**src/rtl/bcd_score_pkg.sv**
```systemverilog
// Shared types and elaboration-time helpers for the BCD score bank.
// Contents:
//   bcd_digit_t  - one packed BCD digit
//   BCD_NINE     - digit value 9, the saturation value of a digit
//   BCD_ZERO     - digit value 0, the floor value of a digit
//   bin_to_bcd   - converts a binary constant to up to four packed BCD digits
//   field_offset - bit offset of a channel's field inside the packed score bus
package bcd_score_pkg;

  typedef logic [3:0] bcd_digit_t;

  localparam bcd_digit_t BCD_NINE = 4'd9;
  localparam bcd_digit_t BCD_ZERO = 4'd0;

  // Used at elaboration to turn the binary winning score into the same
  // packed BCD form the counters hold, so matching is a plain equality.
  function automatic logic [15:0] bin_to_bcd(input int unsigned value);
    int unsigned rest;
    logic [15:0] result;
    rest   = value;
    result = '0;
    for (int d = 0; d < 4; d++) begin
      result[d*4 +: 4] = 4'(rest % 10);
      rest = rest / 10;
    end
    return result;
  endfunction

  function automatic int field_offset(input int channel, input int digits);
    return channel * digits * 4;
  endfunction

endpackage

```
**src/rtl/bcd_updown_counter.sv**
```systemverilog
// One channel of the score bank: a DIGITS-wide BCD up/down counter that
// saturates at all-9s and floors at zero.
// Ports:
//   clk2       - system clock, rising edge
//   rst_n      - asynchronous active-low reset
//   up, dn     - count events for this edge; both together cancel
//   hold       - freezes the count (game over)
//   clr        - synchronous clear, wins over everything else
//   value      - registered packed BCD score, digit 0 in the LSBs
//   sat        - registered, high while value is all-9s
//   next_value - value that will be loaded at the coming edge
module bcd_updown_counter
  import bcd_score_pkg::*;
#(
  parameter int DIGITS = 2
) (
  input  logic                  clk2,
  input  logic                  rst_n,
  input  logic                  up,
  input  logic                  dn,
  input  logic                  hold,
  input  logic                  clr,
  output logic [DIGITS*4-1:0]   value,
  output logic                  sat,
  output logic [DIGITS*4-1:0]   next_value
);

  localparam int VAL_W = DIGITS * 4;
  localparam logic [VAL_W-1:0] ALL_NINES = {DIGITS{BCD_NINE}};

  logic [VAL_W-1:0] inc_val;
  logic [VAL_W-1:0] dec_val;
  logic             all_nine;
  logic             all_zero;
  logic             carry;
  logic             borrow;
  bcd_digit_t       digit;

  // Ripple carry/borrow chain: each digit only moves while the carry
  // (or borrow) from the digits below is still pending.
  always_comb begin
    inc_val  = value;
    dec_val  = value;
    carry    = 1'b1;
    borrow   = 1'b1;
    all_nine = 1'b1;
    all_zero = 1'b1;
    digit    = BCD_ZERO;
    for (int d = 0; d < DIGITS; d++) begin
      digit = value[d*4 +: 4];
      if (digit != BCD_NINE) all_nine = 1'b0;
      if (digit != BCD_ZERO) all_zero = 1'b0;
      if (carry) begin
        if (digit == BCD_NINE) begin
          inc_val[d*4 +: 4] = BCD_ZERO;
        end else begin
          inc_val[d*4 +: 4] = digit + 4'd1;
          carry = 1'b0;
        end
      end
      if (borrow) begin
        if (digit == BCD_ZERO) begin
          dec_val[d*4 +: 4] = BCD_NINE;
        end else begin
          dec_val[d*4 +: 4] = digit - 4'd1;
          borrow = 1'b0;
        end
      end
    end
  end

  // Saturation and floor are checked on the current value so the
  // wrapped results of the chain are never selected at the limits.
  always_comb begin
    next_value = value;
    if (!hold) begin
      if (up && !dn && !all_nine) begin
        next_value = inc_val;
      end else if (dn && !up && !all_zero) begin
        next_value = dec_val;
      end
    end
  end

  always_ff @(posedge clk2 or negedge rst_n) begin
    if (!rst_n) begin
      value <= '0;
      sat   <= 1'b0;
    end else if (clr) begin
      value <= '0;
      sat   <= 1'b0;
    end else begin
      value <= next_value;
      sat   <= (next_value == ALL_NINES);
    end
  end

endmodule

```
**src/rtl/bcd_score_bank.sv**
```systemverilog
// Multi-channel BCD score bank for the Bouncer game. Each channel is an
// independent up/down BCD counter; a sticky game-over detector freezes all
// channels once any of them reaches the winning score.
// Ports:
//   clk2      - system clock, rising edge
//   rst_n     - asynchronous active-low reset
//   inc, dec  - per-channel count requests (edge or level, see EDGE_MODE)
//   clear     - synchronous clear of scores, flags and edge history
//   score     - packed BCD scores, channel i at [i*DIGITS*4 +: DIGITS*4]
//   sat       - per-channel all-9s flag
//   game_over - winning score reached, counting frozen
//   winner    - lowest channel index that reached the winning score
//   tie       - more than one channel reached it on the same edge
module bcd_score_bank
  import bcd_score_pkg::*;
#(
  parameter int CHANNELS  = 2,
  parameter int DIGITS    = 2,
  parameter int EDGE_MODE = 1,
  parameter int WIN_SCORE = 0,
  parameter int WIDX_W    = 3
) (
  input  logic                         clk2,
  input  logic                         rst_n,
  input  logic [CHANNELS-1:0]          inc,
  input  logic [CHANNELS-1:0]          dec,
  input  logic                         clear,
  output logic [CHANNELS*DIGITS*4-1:0] score,
  output logic [CHANNELS-1:0]          sat,
  output logic                         game_over,
  output logic [WIDX_W-1:0]            winner,
  output logic                         tie
);

  localparam int VAL_W = DIGITS * 4;
  localparam logic [15:0]      WIN_BCD_FULL = bin_to_bcd(WIN_SCORE);
  localparam logic [VAL_W-1:0] WIN_BCD      = WIN_BCD_FULL[VAL_W-1:0];
  localparam logic             WIN_ENABLED  = (WIN_SCORE != 0);
  localparam logic             EDGE_ENABLED = (EDGE_MODE != 0);

  logic [CHANNELS-1:0] inc_q;
  logic [CHANNELS-1:0] dec_q;
  logic [CHANNELS-1:0] up;
  logic [CHANNELS-1:0] dn;
  logic [CHANNELS-1:0] match;
  logic [VAL_W-1:0]    value      [CHANNELS];
  logic [VAL_W-1:0]    next_value [CHANNELS];
  logic                any_match;
  logic                multi_match;
  logic [WIDX_W-1:0]   first_idx;

  // Edge history follows the inputs on every edge, including clear and
  // game over, so an input held high across either never looks like a
  // fresh press afterwards.
  always_ff @(posedge clk2 or negedge rst_n) begin
    if (!rst_n) begin
      inc_q <= '0;
      dec_q <= '0;
    end else begin
      inc_q <= inc;
      dec_q <= dec;
    end
  end

  // In level mode the history is masked off and every high cycle counts.
  assign up = inc & ~(EDGE_ENABLED ? inc_q : '0);
  assign dn = dec & ~(EDGE_ENABLED ? dec_q : '0);

  for (genvar i = 0; i < CHANNELS; i++) begin : g_chan
    bcd_updown_counter #(
      .DIGITS(DIGITS)
    ) u_counter (
      .clk2      (clk2),
      .rst_n     (rst_n),
      .up        (up[i]),
      .dn        (dn[i]),
      .hold      (game_over),
      .clr       (clear),
      .value     (value[i]),
      .sat       (sat[i]),
      .next_value(next_value[i])
    );

    assign score[field_offset(i, DIGITS) +: VAL_W] = value[i];

    // Once frozen the winning channel still equals WIN_BCD, so matches
    // are masked to keep winner/tie pinned to the edge that ended the game.
    assign match[i] = WIN_ENABLED && !game_over && (next_value[i] == WIN_BCD);
  end

  // Priority encoder: the first hit in index order is the winner, any
  // further hit on the same edge marks a tie.
  always_comb begin
    any_match   = 1'b0;
    multi_match = 1'b0;
    first_idx   = '0;
    for (int i = 0; i < CHANNELS; i++) begin
      if (match[i]) begin
        if (any_match) begin
          multi_match = 1'b1;
        end else begin
          first_idx = WIDX_W'(i);
        end
        any_match = 1'b1;
      end
    end
  end

  // Game-over flag is sticky until clear or reset.
  always_ff @(posedge clk2 or negedge rst_n) begin
    if (!rst_n) begin
      game_over <= 1'b0;
      winner    <= '0;
      tie       <= 1'b0;
    end else if (clear) begin
      game_over <= 1'b0;
      winner    <= '0;
      tie       <= 1'b0;
    end else if (any_match) begin
      game_over <= 1'b1;
      winner    <= first_idx;
      tie       <= multi_match;
    end
  end

endmodule

```
**config.mk**
```make
export PLATFORM = sky130hd
export DESIGN_NAME = bcd_score_bank
export DESIGN_NICKNAME = d
export VERILOG_FILES = /design/src/rtl/bcd_score_pkg.sv /design/src/rtl/bcd_updown_counter.sv /design/src/rtl/bcd_score_bank.sv
export SDC_FILE = /design/constraint.sdc
export NUM_CORES = 1
export LEC_CHECK = 0
export ABC_AREA = 1
export CAP_MARGIN = 30
export CORE_ASPECT_RATIO = 0.7
export CORE_MARGIN = 10
export CORE_UTILIZATION = 45
export CTS_CLUSTER_DIAMETER = 150
export CTS_CLUSTER_SIZE = 16
export DETAILED_ROUTE_END_ITERATION = 16
export GPL_TIMING_DRIVEN = 0
export PLACE_DENSITY = 0.76
export SLEW_MARGIN = 10
export SYNTH_ARGS = -nofsm -noshare
export SYNTH_HDL_FRONTEND = slang
export SYNTH_SLANG_ARGS = --single-unit
```
**constraint.sdc**
```tcl
create_clock -name clk2 -period 3.3 [get_ports clk2]
set_input_delay 0.66 -clock clk2 [delete_from_list [all_inputs] [get_ports clk2]]
set_output_delay 0.66 -clock clk2 [all_outputs]
set_load 0.05 [all_outputs]
```
==> out/qor.txt <==
Number of distinct library cells after synthesis = 25
Share of the clock period used by the worst path = 68.8%
Slowest stage cell, crit path = sky130_fd_sc_hd__clkdlybuf4s50_1
CTS H-Tree Depth = 1
Startpoint class of the critical path = register
Outcome = finished clean
Sequential cell area fraction in the yosys report = 31.6%
Total die area = 0.00680 mm^2
Setup TNS = 0 ns
Antenna violations before repair = 0
Post-detailed-route count of antenna-violating nets = 0
Critical Path End Type = output pin
Max-cap viol count = 0
Worst-path cell chain = clkdlybuf4s50_1
Cell count after synthesis = 288
Critical path peak fanout = 7
I/O pins = 30
Height of the die = 72.1 um
Number of buffers added for setup after CTS = 0
Post-layout min period = 2.27 ns
Wire length reported by the detailed router = 4190 um
Unrepaired setup endpoints after global routing = no
Remaining DRCs = 0
Number of synthesized register bits = 22
TritonCTS clock tree = yes
Final core occ = 59.2%
Area grow syn2layout = 23.2%
Worst path setup slack after routing = 1.03 ns
Initial standard-cell utilization of the core = 48.0%
Chip width = 94.4 um
Highest ir drop seen on vdd = 0.316 mV
Critical path class = register to output pin
Biggest cell delay along the critical path = 0.87 ns
Clock buffer count from CTS = 3
Post-DR vias/cell = 4.73
Commonest non-fill, non-tap cell in the layout = sky130_fd_sc_hd__nand2_1
Critical path arrival = 1.61 ns
Cell count of the worst reg-to-reg path = 11
Post-synth top flop = sky130_fd_sc_hd__dfrtp_1
CP Depth = 1
Path category of the worst min-delay check = input port to asynchronous set/reset pin
Placer Congestion = 0.877
FILL cells = 352
Post-Place Setup Slack = 0.920 ns
Clock transition at the register clock pins on the worst setup and hold paths after CTS = 0.08 ns
Core Region = 0.00363 mm^2
Total instance count after detailed placement = 367
Clock insertion delay at the later pin of the skew report = 0.26 ns
First-pass GRT wire length = 7160 um
Largest net degree at the start of global routing = 16
HPWL after detailed placement = 3340 um
Setup-violating endpoint count in the final report = 0
GR Util All Layers = 12.5%
Area of the mapped netlist = 0.00174 mm^2
Static leakage power = 1.13 nW
Final Max Tran Viols = 0
Async S/R FF share, synth = 100%
Maximum buffer depth of the clock tree = 2
Delay-heaviest family, CP = buffers and inverters
Via count of the routed design = 1754
GRT Residual Overflow = 0
Mean instance size in the synthesized netlist = 6.05 um^2
Hold Fails Final Rpt = 0
# resized after CTS = 0
Share of final-layout standard cells stronger than drive strength 1 = 11.8%
Power per Cell Area = 419 mW/mm^2
Initial detailed-routing violation count = 162
Required arrival time at the worst endpoint = 2.64 ns
Quantity of I/O buffers inserted on ports = 24
Synth warn = 0
Clk root buf = sky130_fd_sc_hd__clkbuf_8
Most used cells in the layout excluding fill and tap cells = sky130_fd_sc_hd__nand2_1, sky130_fd_sc_hd__nor2_1, sky130_fd_sc_hd__inv_1, sky130_fd_sc_hd__nand3_1, sky130_fd_sc_hd__clkdlybuf4s50_1
First-pass DRT Iterations = 4
Slew at the pin with the worst max-slew slack = 0.531 ns
Worst slew margin relative to its limit = 64.6%
Final cell count without fillers = 371
Hold-fix buffers, CTS = 0
Clock sink count = 22
Clock tree skew after final layout = 0.00258 ns
Total Nets Final = 329
Fmax achieved = 440 MHz
Buffers and inverters on the worst path = 1
Final routed wire length divided by cell count = 11.3 um
Antenna cells = 0
Placement Rows = 18
Number of enable-type register cells in the synthesized netlist = 0
Vias in the first global route = 1569
## stage by stage
stage | total power [mW] | instance area, um^2 | hold WS, ns
floorplan | 0.564 | 1760 | 0.364
global placement | 0.650 | 2060 | 0.700
detailed placement | 0.654 | 2070 | 0.699
CTS | 0.907 | 2150 | 0.675
global route | 0.968 | 2150 | 0.676
finish | 0.900 | 2150 | 0.666
## path summary, 6_finish.rpt
check	end	slack, ns	from
worst min-delay path	dec_q[1]$_DFF_PN0_	0.67	rst_n
worst max register to register	g_chan[0].u_counter.sat$_DFF_PN0_	1.57	g_chan[0].u_counter.value[2]$_DFF_PN0_
worst max-delay path	score[8]	1.03	g_chan[1].u_counter.value[0]$_DFF_PN0_
max in group asynchronous	g_chan[0].u_counter.value[0]$_DFF_PN0_	2.21	rst_n
min in group clk2	g_chan[0].u_counter.value[0]$_DFF_PN0_	0.71	g_chan[0].u_counter.value[0]$_DFF_PN0_
worst min register to register	g_chan[0].u_counter.value[0]$_DFF_PN0_	0.71	g_chan[0].u_counter.value[0]$_DFF_PN0_
## registers in the layout, summed over array words and instances, names as in the netlist
name                    cells
g_chan.u_counter.value     16
dec_q                       2
g_chan.u_counter.sat        2
inc_q                       2
## logic make-up (layout without fill, tap and decap cells)
kind of cell / Yosys count / in the layout / synth area share (%)
AO/OA/AOI/OAI: 21 / 21 / 6.32
XOR/XNOR: 1 / 1 / 0.503
buffers and inverters: 53 / 82 / 13.5
flip-flops: 22 / 22 / 31.6
other: 1 / 5 / 0.215
AND/OR/NAND/NOR: 190 / 190 / 47.8
## report_power, final
group | internal, mW | total, mW | leakage, nW | switching [mW]
Combinational | 0.110 | 0.340 | 0.805 | 0.230
Sequential | 0.287 | 0.312 | 0.292 | 0.0246
Clock | 0.162 | 0.249 | 0.0357 | 0.0868
Total | 0.559 | 0.900 | 1.13 | 0.341
## cell type report
| cell class | count | area [um^2] | area share [%] |
|---|---|---|---|
| plain buffers | 11 | 77.6 | 3.62 |
| clock buffers | 3 | 41.3 | 1.92 |
| clock inverters | 1 | 30.0 | 1.40 |
| inverters | 42 | 158 | 7.35 |
| multi-input cells | 217 | 971 | 45.2 |
| flip-flops and latches | 22 | 551 | 25.7 |
| well taps | 50 | 62.6 | 2.92 |
| repair buffers | 25 | 255 | 11.9 |
## routing by layer
metal	vias to the layer above	track usage, %	wire, um
met5	-	0	0
met4	0	2.18	16
met3	3	4.01	421
met2	65	17.3	1590
met1	738	18.2	2160
li1	948	-	-
## synthesized netlist by cell type, types with 2 or more instances
master,instances,area share [%]
sky130_fd_sc_hd__nand2_1,94,20
sky130_fd_sc_hd__nor2_1,38,8.2
sky130_fd_sc_hd__inv_1,37,8.0
sky130_fd_sc_hd__nand3_1,32,9.2
sky130_fd_sc_hd__dfrtp_1,22,32
sky130_fd_sc_hd__a21oi_1,11,3.2
sky130_fd_sc_hd__nand2_2,9,3.2
sky130_fd_sc_hd__buf_4,7,3.0
sky130_fd_sc_hd__o21ai_0,6,1.7
sky130_fd_sc_hd__inv_2,5,1.1
sky130_fd_sc_hd__nor2_2,5,1.8
sky130_fd_sc_hd__nand4_1,4,1.4
sky130_fd_sc_hd__nor3_1,3,0.86
sky130_fd_sc_hd__a31oi_1,2,0.72
sky130_fd_sc_hd__buf_2,2,0.57
sky130_fd_sc_hd__nor2_4,2,1.3
Power figures use the tool's default switching activity.
